File: src/rtl/stream_width_packer.sv
// stream_width_packer
// Gathers RATIO consecutive BIT_WIDTH-bit words into one wide word. The first
// word of a group goes in lane 0 (little-endian). A word marked in_last closes
// the group early. out_count reports how many lanes of out_data are valid, and
// the unused upper lanes are zero.
module stream_width_packer #(
    parameter int BIT_WIDTH = 32,
    parameter int RATIO     = 4,
    parameter int CNT_W     = $clog2(RATIO + 1)
) (
    input  logic                       clk,
    input  logic                       rst_n,
    input  logic                       in_valid,
    output logic                       in_ready,
    input  logic [BIT_WIDTH-1:0]       in_data,
    input  logic                       in_last,
    output logic                       out_valid,
    input  logic                       out_ready,
    output logic [BIT_WIDTH*RATIO-1:0] out_data,
    output logic [CNT_W-1:0]           out_count,
    output logic                       out_last
);

    localparam int LANE_W = (RATIO > 1) ? $clog2(RATIO) : 1;

    typedef logic [RATIO-1:0][BIT_WIDTH-1:0] lanes_t;

    // Partially packed group
    lanes_t              acc_q, acc_d;
    logic [LANE_W-1:0]   cnt_q, cnt_d;

    // Output holding register
    lanes_t              out_data_q, out_data_d;
    logic [CNT_W-1:0]    out_count_q, out_count_d;
    logic                out_last_q, out_last_d;
    logic                out_valid_q, out_valid_d;

    logic                in_fire;
    logic                last_lane;
    logic                completing;
    lanes_t              packed_word;

    // The packer can take a word whenever the output register is empty or is
    // being drained on this same edge.
    assign in_ready   = !out_valid_q || out_ready;
    assign in_fire    = in_valid && in_ready;
    assign last_lane  = (cnt_q == LANE_W'(RATIO - 1));
    assign completing = in_fire && (last_lane || in_last);

    // Merge the accumulated lanes with the incoming word; lanes above cnt are zero.
    always_comb begin
        packed_word = '0;
        for (int unsigned i = 0; i < RATIO; i++) begin
            if (LANE_W'(i) < cnt_q) begin
                packed_word[i] = acc_q[i];
            end else if (LANE_W'(i) == cnt_q) begin
                packed_word[i] = in_data;
            end
        end
    end

    // Accumulator and lane counter: append on a plain beat, clear on a completing beat.
    always_comb begin
        acc_d = acc_q;
        cnt_d = cnt_q;
        if (completing) begin
            acc_d = '0;
            cnt_d = '0;
        end else if (in_fire) begin
            acc_d[cnt_q] = in_data;
            cnt_d        = cnt_q + LANE_W'(1);
        end
    end

    // Output register: drain on handshake, reload on a completing beat (a reload
    // in the same edge as a drain keeps out_valid high for back-to-back words).
    always_comb begin
        out_data_d  = out_data_q;
        out_count_d = out_count_q;
        out_last_d  = out_last_q;
        out_valid_d = out_valid_q && !out_ready;
        if (completing) begin
            out_data_d  = packed_word;
            out_count_d = CNT_W'(cnt_q) + CNT_W'(1);
            out_last_d  = in_last;
            out_valid_d = 1'b1;
        end
    end

    // State registers with synchronous active-low reset.
    always_ff @(posedge clk) begin
        if (!rst_n) begin
            acc_q       <= '0;
            cnt_q       <= '0;
            out_data_q  <= '0;
            out_count_q <= '0;
            out_last_q  <= 1'b0;
            out_valid_q <= 1'b0;
        end else begin
            acc_q       <= acc_d;
            cnt_q       <= cnt_d;
            out_data_q  <= out_data_d;
            out_count_q <= out_count_d;
            out_last_q  <= out_last_d;
            out_valid_q <= out_valid_d;
        end
    end

    assign out_valid = out_valid_q;
    assign out_data  = out_data_q;
    assign out_count = out_count_q;
    assign out_last  = out_last_q;

endmodule

File: config.mk
export PLATFORM = sky130hd
export DESIGN_NAME = stream_width_packer
export DESIGN_NICKNAME = d
export VERILOG_FILES = /design/src/rtl/stream_width_packer.sv
export SDC_FILE = /design/constraint.sdc
export NUM_CORES = 1
export LEC_CHECK = 0
export ABC_CLOCK_PERIOD_IN_PS = 2950
export BUFFER_PORTS_ARGS = -buffer_cell sky130_fd_sc_hd__buf_2
export CELL_PAD_IN_SITES_DETAIL_PLACEMENT = 1
export CELL_PAD_IN_SITES_GLOBAL_PLACEMENT = 1
export CORE_UTILIZATION = 44
export CTS_BUF_LIST = sky130_fd_sc_hd__clkbuf_4 sky130_fd_sc_hd__clkbuf_8
export DETAILED_ROUTE_END_ITERATION = 10
export PLACE_DENSITY_LB_ADDON = 0.1
export REMOVE_ABC_BUFFERS = 1
export SLEW_MARGIN = 15
export SYNTH_ARGS = -nofsm -noshare
export SYNTH_HDL_FRONTEND = slang
export SYNTH_SLANG_ARGS = --single-unit
File: constraint.sdc
create_clock -name clk -period 2.95 [get_ports clk]
set_input_delay 0.59 -clock clk [delete_from_list [all_inputs] [get_ports clk]]
set_output_delay 0.59 -clock clk [all_outputs]
set_load 0.02 [all_outputs]
==> out/results.txt <==
Status = complete, no violations
PnR Total Power = 7.41 mW
Via count = 9176
Starting Density = 0.447
Hold Vio Cnt, Final = 0
Post-DRT Antenna Nets = 0
Die height = 151 microns
CTS max path bufs = 3
Grt total ovfl = 0
Critical Path Start = cnt_q[1]$_SDFFE_PP0P_
Wire per inst = 22.1 microns
Slew Limit Headroom = 0.204
CTS tree = yes
# Max-Cap Violations = 0
Vias per cell = 6.15
Total iterations of the first detailed-routing run = 5
Clock Latency Late Sink = 0.55 ns
Stages on the worst setup path = 6
Row Count = 54
Gpl congestion = 0.763
Number of global-route vias before repair = 9358
Area of the core = 21800 sq um
Largest delay share family, worst path = simple AND/OR/NAND/NOR gates
CP bufs+invs = 2
Static Leak = 4.61 nW
Crit end category = flop
Share of the synthesized area in the top cell type = 0.474
R2R Setup Slk = 0.37 ns
# diodes = 0
Max-slew violations = 0
Post-CTS sizing = 0
HPWL after DPL = 19.3 mm
RSZ-0062 raised after global routing = no
Worst min path class = in2reg
Unique masters post-synth = 29
Part of the Yosys area used for sequential elements = 0.474
Die X = 151 microns
Crit path capture = acc_q[10]$_SDFFE_PP0P_
Final min period = 2.58 ns
Worst-path clk slew = 0.06 ns
Number of port buffers = 170
DRC viols = 0
TNS Setup = 0 ns
Share of cells above drive strength 1 = 0.244
Worst slew pin tran = 1.19 ns
Pwr Density = 642 nW/um^2
CTS Root Cell = clkbuf_8
CTS buffer count = 40
RR Startpoint = cnt_q[1]$_SDFFE_PP0P_
Yosys warnings = 0
# IOs = 171
Number of DRC markers in iteration 0 = 494
Seq cells post-synth = 231
Setup Fix Bufs, Post-CTS = 0
Worst clock skew = 0.0305 ns
GRT Overall Usage = 0.290
CP max stage delay = 0.57 ns
Post-Synthesis Cells = 1082
CTS HTree Levels = 2
Post-Syn Area = 9760 sq um
Clock sinks = 231
Peak supply drop = 0.362 mV
Area leader, netlist = dfxtp_1
Type of origin of the critical path = flop
Crit path cell chain = buf_4 -> inv_2 -> ha_2 -> nand2_2 -> o21ai_0 -> a21oi_1
WP data arrival = 2.98 ns
Endpoints failing setup = 0
Final period utilization = 0.876
Post-layout nets = 1227
WP data required = 3.35 ns
Crit Path Class = reg2reg
Synth area leaders = dfxtp_1, a31oi_1, a211oi_1
Slowest-stage cell, CP = nand2_2
Hold_buf cts = 0
Largest net degree at the start of global routing = 108
Fmax = 387 MHz
Average size of a mapped cell = 9.02 sq um
Area growth from synthesis to layout = 18.2%
Reg-to-reg endpoint = acc_q[10]$_SDFFE_PP0P_
Total die area = 22800 sq um
WL final = 32.9 mm
Initial antenna violation count = 1
Worst r2r path cells = 6
CP max FO = 32
First-pass GRT wire length = 51.8 mm
## per-stage QoR
step	area (sq um)	worst slack (ns)	util	std cells	hold WS (ns)
floorplan	9140	-5.82	-	942	0.449
global placement	10700	0.455	0.490	1423	0.430
detailed placement	10700	0.412	0.490	1423	0.441
CTS	11500	0.326	0.529	1491	0.333
global route	11500	0.221	0.529	1491	0.353
finish	11500	0.367	0.529	1491	0.353
## registers in the layout, summed over array words and instances, names as in the netlist
register and count:
out_last 1, out_valid 1, cnt_q 2, out_count 3, acc_q 96, out_data 128
## layout make-up
cell class | count | area, sq um
well taps | 280 | 350
fillers | 2579 | 10300
clock inverters | 9 | 100
multi-input cells | 706 | 4550
repair buffers | 201 | 1140
clock buffers | 59 | 756
flip-flops and latches | 231 | 4630
inverters | 5 | 26.3
## cells in the final DEF, fill, tap and decap left out, types with 28 or more instances in the layout
cell      count
and3b_1      32
a22o_1       32
dfxtp_1     230
and2_1       32
a211oi_1     88
buf_4        28
mux2i_1      33
a21oi_1     130
a31oi_1     130
buf_2       169
o21ai_0      98
nand3_1      98
clkbuf_8     50
## report_power, final
part | internal (mW) | switching [mW] | total (mW)
combinational | 0.298 | 0.650 | 0.948
sequential | 3.25 | 0.0758 | 3.33
clock | 1.81 | 1.31 | 3.13
## how the worst min path moves through the flow
stage	start	endpoint	slack [ns]	depth (start not counted)
5_1_grt	in_data[27]	acc_q[59]$_SDFFE_PP0P_	0.35	3
3_3_place_gp	out_count[2]$_SDFFE_PN0P_	out_count[2]$_SDFFE_PN0P_	0.43	1
2_1_floorplan	acc_q[32]$_SDFFE_PP0P_	acc_q[32]$_SDFFE_PP0P_	0.45	2
3_5_place_dp	out_count[2]$_SDFFE_PN0P_	out_count[2]$_SDFFE_PN0P_	0.44	1
6_report	in_data[10]	out_data[106]$_SDFFE_PN0P_	0.35	2
4_1_cts	in_data[7]	acc_q[39]$_SDFFE_PP0P_	0.33	3
## synth_stat cells (all sizes together)
cell type / n
o21a: 1
and3: 1
a22o: 32
mux2i: 33
a211oi: 97
nand2: 7
clkbuf: 87
buf: 53
a41o: 1
ha: 5
o21ai: 98
nand3: 98
and3b: 32
nor2b: 1
nor3: 1
a21oi: 130
and2: 35
inv: 5
dfxtp: 231
a31o: 1
a31oi: 131
or2: 1
a21o: 1
## metal layers
metal | track usage | up-vias | wire length [microns]
met5 | 0 | - | 13
met2 | 0.490 | 246 | 15800
met1 | 0.378 | 4592 | 15000
met3 | 0.0410 | 52 | 1460
met4 | 0.0955 | 2 | 607
li1 | - | 4284 | -
## logic make-up after synthesis
kind of cell	after synthesis	synth area share
AOI/OAI and AO/OA	492	0.313
adders and majority gates	5	0.00641
buffers and inverters	145	0.0659
DFF	231	0.474
muxes	33	0.0338
and+or+nand+nor	176	0.108
Note: power is estimated with default switching activity, not from simulation.
